==> src/rtl/gsim_mem_fetch.sv <==
// GSIM matrix-memory fetch front end: credit-limited linear reads into a FWFT return FIFO.
// Optional stall statistics port o_stall_cnt is enabled by defining GSIM_FETCH_STATS_EN.
module gsim_mem_fetch #(
  parameter int unsigned WORDS_PER_MATRIX = 17,
  parameter int unsigned FIFO_DEPTH       = 4
) (
  input  logic         i_clk,
  input  logic         i_reset,
  input  logic         i_start,
  input  logic [4:0]   i_matrix_num,
  output logic         o_busy,
  output logic         o_done,
  output logic         o_err,
  output logic         o_mem_rreq,
  output logic [9:0]   o_mem_addr,
  input  logic         i_mem_rrdy,
  input  logic [255:0] i_mem_dout,
  input  logic         i_mem_dout_vld,
  output logic         o_word_vld,
  output logic [255:0] o_word,
  output logic [4:0]   o_word_mat,
  output logic [4:0]   o_word_row,
  output logic         o_word_last,
  input  logic         i_word_rdy
`ifdef GSIM_FETCH_STATS_EN
  ,
  output logic [15:0]  o_stall_cnt
`endif
);

  localparam int unsigned PW = $clog2(FIFO_DEPTH);
  localparam int unsigned CW = PW + 1;
  localparam logic [CW:0] DepthV = (CW + 1)'(FIFO_DEPTH);

  typedef enum logic [1:0] {StIdle, StFetch, StDrain, StDone} state_e;

  state_e          state_q, state_d;
  logic [9:0]      total_q, issued_q, delivered_q, total_new;
  logic [CW-1:0]   outstanding_q, fifo_count_q;
  logic [PW-1:0]   wr_ptr_q, rd_ptr_q;
  logic [255:0]    fifo_mem [FIFO_DEPTH];
  logic [4:0]      mat_q, row_q;
  logic            err_q;
  logic            start_acc, req_acc, ret_vld, rd_en;

  assign total_new = 10'(i_matrix_num) * 10'(WORDS_PER_MATRIX);
  assign start_acc = (state_q == StIdle) && i_start;

  // Request depends only on registered state; in-flight plus buffered words never exceed depth.
  assign o_mem_rreq = (state_q == StFetch) && (issued_q < total_q) &&
                      (({1'b0, fifo_count_q} + {1'b0, outstanding_q}) < DepthV);
  assign o_mem_addr = issued_q;
  assign req_acc    = o_mem_rreq && i_mem_rrdy;
  assign ret_vld    = i_mem_dout_vld && (outstanding_q != '0);

  assign o_word_vld  = (fifo_count_q != '0);
  assign rd_en       = o_word_vld && i_word_rdy;
  assign o_word      = o_word_vld ? fifo_mem[rd_ptr_q] : '0;
  assign o_word_mat  = mat_q;
  assign o_word_row  = row_q;
  assign o_word_last = o_word_vld && (delivered_q == total_q - 10'd1);

  assign o_busy = (state_q == StFetch) || (state_q == StDrain);
  assign o_done = (state_q == StDone);
  assign o_err  = err_q;

  always_comb begin
    state_d = state_q;
    unique case (state_q)
      StIdle:  if (i_start) state_d = (total_new == '0) ? StDone : StFetch;
      StFetch: if (issued_q == total_q) state_d = StDrain;
      StDrain: if ((outstanding_q == '0) && ((delivered_q + 10'(rd_en)) == total_q)) begin
        state_d = StDone;
      end
      StDone:  state_d = StIdle;
      default: state_d = StIdle;
    endcase
  end

  always_ff @(posedge i_clk) begin
    if (i_reset) begin
      state_q       <= StIdle;
      total_q       <= '0;
      issued_q      <= '0;
      delivered_q   <= '0;
      outstanding_q <= '0;
      fifo_count_q  <= '0;
      wr_ptr_q      <= '0;
      rd_ptr_q      <= '0;
      mat_q         <= '0;
      row_q         <= '0;
      err_q         <= 1'b0;
    end else begin
      state_q <= state_d;
      if (i_mem_dout_vld && (outstanding_q == '0)) err_q <= 1'b1;
      if (start_acc) begin
        total_q       <= total_new;
        issued_q      <= '0;
        delivered_q   <= '0;
        outstanding_q <= '0;
        fifo_count_q  <= '0;
        wr_ptr_q      <= '0;
        rd_ptr_q      <= '0;
        mat_q         <= '0;
        row_q         <= '0;
      end else begin
        if (req_acc) issued_q <= issued_q + 10'd1;
        case ({req_acc, ret_vld})
          2'b10:   outstanding_q <= outstanding_q + CW'(1);
          2'b01:   outstanding_q <= outstanding_q - CW'(1);
          default: ;
        endcase
        case ({ret_vld, rd_en})
          2'b10:   fifo_count_q <= fifo_count_q + CW'(1);
          2'b01:   fifo_count_q <= fifo_count_q - CW'(1);
          default: ;
        endcase
        if (ret_vld) wr_ptr_q <= wr_ptr_q + PW'(1);
        if (rd_en) begin
          rd_ptr_q    <= rd_ptr_q + PW'(1);
          delivered_q <= delivered_q + 10'd1;
          if (row_q == 5'(WORDS_PER_MATRIX - 1)) begin
            row_q <= '0;
            mat_q <= mat_q + 5'd1;
          end else begin
            row_q <= row_q + 5'd1;
          end
        end
      end
    end
  end

  always_ff @(posedge i_clk) begin
    if (ret_vld) fifo_mem[wr_ptr_q] <= i_mem_dout;
  end

`ifdef GSIM_FETCH_STATS_EN
  logic [15:0] stall_q;

  always_ff @(posedge i_clk) begin
    if (i_reset || start_acc) begin
      stall_q <= '0;
    end else if (o_mem_rreq && !i_mem_rrdy && (stall_q != '1)) begin
      stall_q <= stall_q + 16'd1;
    end
  end

  assign o_stall_cnt = stall_q;
`endif

endmodule

==> config.mk <==
export PLATFORM = sky130hd
export DESIGN_NAME = gsim_mem_fetch
export DESIGN_NICKNAME = d
export VERILOG_FILES = /design/src/rtl/gsim_mem_fetch.sv
export SDC_FILE = /design/constraint.sdc
export NUM_CORES = 1
export LEC_CHECK = 0
export ABC_AREA = 1
export ABC_CLOCK_PERIOD_IN_PS = 14800
export BUFFER_PORTS_ARGS = -buffer_cell sky130_fd_sc_hd__buf_2
export CAP_MARGIN = 10
export CORE_MARGIN = 3
export CORE_UTILIZATION = 25
export DETAILED_ROUTE_END_ITERATION = 16
export GPL_TIMING_DRIVEN = 0
export SKIP_CTS_REPAIR_TIMING = 1
export SLEW_MARGIN = 10
export SYNTH_ARGS = -nofsm -noshare
export SYNTH_HDL_FRONTEND = slang
export SYNTH_SLANG_ARGS = --single-unit
==> constraint.sdc <==
create_clock -name i_clk -period 14.8 [get_ports i_clk]
set_input_delay 0 -clock i_clk [delete_from_list [all_inputs] [get_ports i_clk]]
set_output_delay 0 -clock i_clk [all_outputs]
set_load 0.01 [all_outputs]
# Word-level counts from Yosys, hierarchy flattened
# Memories as Yosys holds them, arrays and structs flattened. A register that Yosys moved wholly into a read port is not among the register bits.
# Cells that the tools add are included.
[classes]
addsub = 13
multipliers = 1
n_div = 0
order_cmp = 2
eq_ne = 14
shifts = 0
muxes = 13
bitwise_logic = 0
reduce_logical = 20
[op_table]
columns = ["operator", "n"]
rows = [
  ["$mux 256", 1],
  ["$eq 10x10->1", 3],
  ["$add 10x1->10 const B", 2],
  ["$mux 2", 6],
  ["$pmux 3 s2", 2],
  ["$add 10x1->10", 1],
  ["$add 5x1->5 const B", 2],
  ["$logic_not 10->1", 1],
  ["$lt 10x10->1", 1],
  ["$mul 5x5->10 const B", 1],
  ["$sub 10x1->10 const B", 1],
  ["$logic_and 1x1->1", 9],
  ["$eq 2x2->1 const B", 4],
  ["$pmux 2 s4", 1],
  ["$add 3x1->3 const B", 2],
  ["$eq 2x1->1 const B", 3],
  ["$reduce_bool 3->1", 2],
  ["$sub 3x1->3 const B", 2],
  ["$eq 5x5->1 const B", 1],
  ["$mux 5", 1],
  ["$add 2x1->2 const B", 2],
  ["$add 3x3->4", 1],
  ["$lt 4x3->1 const B", 1],
  ["$ne 2x1->1 const B", 2],
  ["other kinds (9)", 11],
]
[totals]
register_bits = 53
latchBits = 0
ramBits = 1024
rom_bits = 0
input_bits = 267
out_inout_bits = 282
wordCells = 75
n_memories = 1
[mem_list]
columns = ["memory", "depth", "word_bits", "rd", "rd_ports_with_merged_regs", "write_ports", "line", "text"]
rows = [
  ["fifo_mem", 4, 256, 1, 1, 1, "41", "logic [255:0] fifo_mem [FIFO_DEPTH];"],
]

# Longest topological paths before layout
[logic_depth]
ltp_word = 7
depth_mapped = 21
depth_no_buf = 20

# Worst setup path after synthesis
# OpenSTA, ideal clock, no wires.
[synth_timing]
kind = "reg-to-reg"
from = "register outstanding_q[0]"
to = "memory fifo_mem[0][0] (enable)"
setup_time_ps = 879
t_arrival_ps = 11312
required_time_ps = 13921
path_slack_ps = 2609
stages_incl_launch_ff = 5
path_buffers = 0
period_less_slack_ps = 12191
path_cell_list = "dfxtp_1 > inv_1 > nand3_1 > nand2_1 > nor2_1"
[synth_via]
elab_chain_len = 4
[synth_rtl]
columns = ["element", "line", "text"]
rows = [
  ["start: declaration", "39", "logic [CW-1:0] outstanding_q, fifo_count_q;"],
  ["start signal: assignment", "109", "2'b10: outstanding_q <= outstanding_q + CW'(1);"],
  ["start signal: assignment", "110", "2'b01: outstanding_q <= outstanding_q - CW'(1);"],
  ["$reduce_bool 3->1", "54", "assign ret_vld = i_mem_dout_vld && (outstanding_q != '0);"],
  ["$logic_and 1x1->1", "54", ""],
  ["$mux 1", "134", "if (ret_vld) fifo_mem[wr_ptr_q] <= i_mem_dout;"],
  ["$mux 1 (implied by the code)", "134", ""],
  ["end: declaration", "41", ""],
]
# Every way passes these cells.

# Worst setup path in the final report
[layout_timing]
from = "register fifo_count_q[0]"
to = "output o_word[163]"
[layout_via]
elab_chain_len = 2
[layout_rtl]
columns = ["element", "line", "text"]
rows = [
  ["start: declaration", "39", ""],
  ["start signal: assignment", "114", "2'b10: fifo_count_q <= fifo_count_q + CW'(1);"],
  ["start signal: assignment", "115", "2'b01: fifo_count_q <= fifo_count_q - CW'(1);"],
  ["$reduce_bool 3->1", "56", "assign o_word_vld = (fifo_count_q != '0);"],
  ["$mux 256", "58", "assign o_word = o_word_vld ? fifo_mem[rd_ptr_q] : '0;"],
  ["end: declaration", "20", "output logic [255:0] o_word,"],
]
# Every way passes these cells.

==> metrics.cfg <==
[logic_synthesis]
synth_warnings=0
synthCells=3518
yosysTopAreaCell=edfxtp_1
ys_top_cells_by_count=nor2_1, edfxtp_1, o21ai_0, a21oi_1, clkbuf_1
ys_async_sr_fraction=0
avgSynthCellArea_sq_um=12.2
synthesis.nets=3821
synth_ff_type=edfxtp_1
ys_ff_latch=1079
yosys.area.top_type_share=0.718
yosysMostFrequentCell=nor2_1
ys_seq_area_frac=0.743
syn-cell-area_sq_um=42800
yosys-top-cells-area=edfxtp_1, nor2_1, o21ai_0, a21oi_1, dfxtp_1
ys_types=42
synth_enable_flop_cells=1024

[critical_path]
crit_cells=5
critPathLaunchType=register
crit_chain=nor3_4 > clkbuf_2 > clkbuf_1 > a21oi_1 > buf_2
path_buf_inv=3
cp.arrival_ps=3700
critPathKind=reg -> out
critPathMaxFanout=10
end_kind=primary output
critical-path-top-delay-family=buffers and inverters
ff2ff_path_depth=17
cp.required_ps=14800
max_stage_delay_ps=730
slowest_stage=nor3_4

[timing]
finalHoldViolations=0
setup_viol=0
clock_skew_ps=50.2
period_share=0.250
rsz0062_at_grt=no
holdWs_ps=37.4
max_slew.worst_pin.slew_ps=1090
slew_headroom=0.276
slew_violations=0
fmax_ghz=0.270
finalSetupTns_ps=0
fin_crit_ps=3700

[clock_network]
clock_sinks=1079
htreeDepth=3
clk_latency_ps=730
cts_max_path_buffers=3
numCtsBuffers=113
cts_tree=done
cts_root_buffer=clkbuf_16
clk_pin_slew_ps=60

[floorplan]
die_w_um=420
initial_utilization=0.252
io_pins=549
rows=151
coreArea_sq_um=170000
fp.dieH_um=420
die_area_sq_um=176000

[run]
drv_cap=0

[drt]
viasPerCell=4.47
wl_per_cell_um=19.8
first_pass_iters=6
drc_errors=0
num_vias=31103
ant_nets=0
wirelength_um=138000
drtIter0Drc=2298

[global_routing]
grt_max_degree=26
grt_remaining_overflow=0
grt_pass1_vias=28170
antenna_found_initial=22
grt_first_pass_wirelength_um=191000
grt_use_total=0.147

[layout]
area_delta_synth_final_pct=33.6
nets=4942
drive_gt1_frac=0.177

[place]
io_buffers=547
routabilityCongestion=0.818
hpwlAfterDp_um=93500

[hold_path]
whs_path_depth=2
hp-class=in -> reg

[power_and_ir_drop]
ir_worst_vdd_mv=0.104
p_leak_nw=20.7
cellPowerDensity_nw_per_um2=123

[run_status]
status=finished, final reports clean

[registers in the layout, summed over array words and instances, names as in the netlist, named ones only]
name           count
delivered_q       10
fifo_count_q       3
fifo_mem        1024
o_err              1
o_mem_addr        10
o_word_mat         5
o_word_row         5
outstanding_q      3
rd_ptr_q           2
state_q            2
total_q           10
wr_ptr_q           2
[cell type report]
cell class	count	area (sq um)
fillers	16587	113000
flip-flops and latches	1079	31900
multi-input cells	2151	9870
repair buffers	1006	7870
clock buffers	135	2950
well taps	2218	2780
plain buffers	209	867
clock inverters	67	732
inverters	79	299
diodes	16	40.0
[layer usage]
| metal | GRT usage | routed length (um) | part of all wire | vias up |
|---|---|---|---|---|
| li1 | - | - | - | 14741 |
| met1 | 0.170 | 53200 | 0.39 | 15155 |
| met2 | 0.259 | 71300 | 0.52 | 983 |
| met3 | 0.0329 | 8160 | 0.059 | 218 |
| met4 | 0.0657 | 5130 | 0.037 | 6 |
| met5 | 0 | 41 | 0.00030 | - |
[logic make-up after synthesis]
group,share of synthesized area
simple gates,0.113
flops,0.743
compound gates,0.101
buf+inv,0.0270
fa+ha+maj,0.0109
xor+xnor,0.00470
[metrics by stage]
step                      instance area (sq um)  std cells  worst slack (ps)  power [mW]   util
after detailed placement                  49400       6332             11570        4.19  0.291
after global placement                    48400       6283             -7600        4.23  0.285
after global routing                      57200       6957             10700        7.29  0.337
after floorplan                           42800       3518              2610        3.90      -
after CTS                                 53100       6534             10720        7.01  0.313
final                                     57200       6960             11100        7.02  0.337
[final timing paths]
kind | start | end | slack (ps)
setup / recovery | fifo_count_q[0] | o_word[163] | 11100
hold / removal | i_mem_dout[187] | fifo_mem[2][187] | 40
setup reg to reg | fifo_count_q[0] | state_q[1] | 11650
hold reg to reg | rd_ptr_q[1] | rd_ptr_q[1] | 470
[layout by cell type (no fill, tap or decap), drive strengths merged, types with 2 or more instances in the layout]
cell and instances:
or2 3, dlygate4sd3 410, bufinv 9, nor3 19, clkinvlp 7, diode 16
inv 83, o21a 3, o22ai 3, ha 34, clkbuf 269, nor3b 2
nand3 24, nor4 3, clkinv 47, dfxtp 55, nor2 1063, nand4 19
o21bai 3, edfxtp 1024, a21oi 297, xnor2 9, buf 671, xor2 14
fa 2, nand2 100, o21ai 549
[power breakdown]
part | switching, mW | total (mW) | internal, mW
clock | 1.22 | 2.80 | 1.59
sequential | 0.0268 | 3.46 | 3.43
combinational | 0.479 | 0.756 | 0.278
total | 1.72 | 7.02 | 5.30
Power figures use the tool's default switching activity.
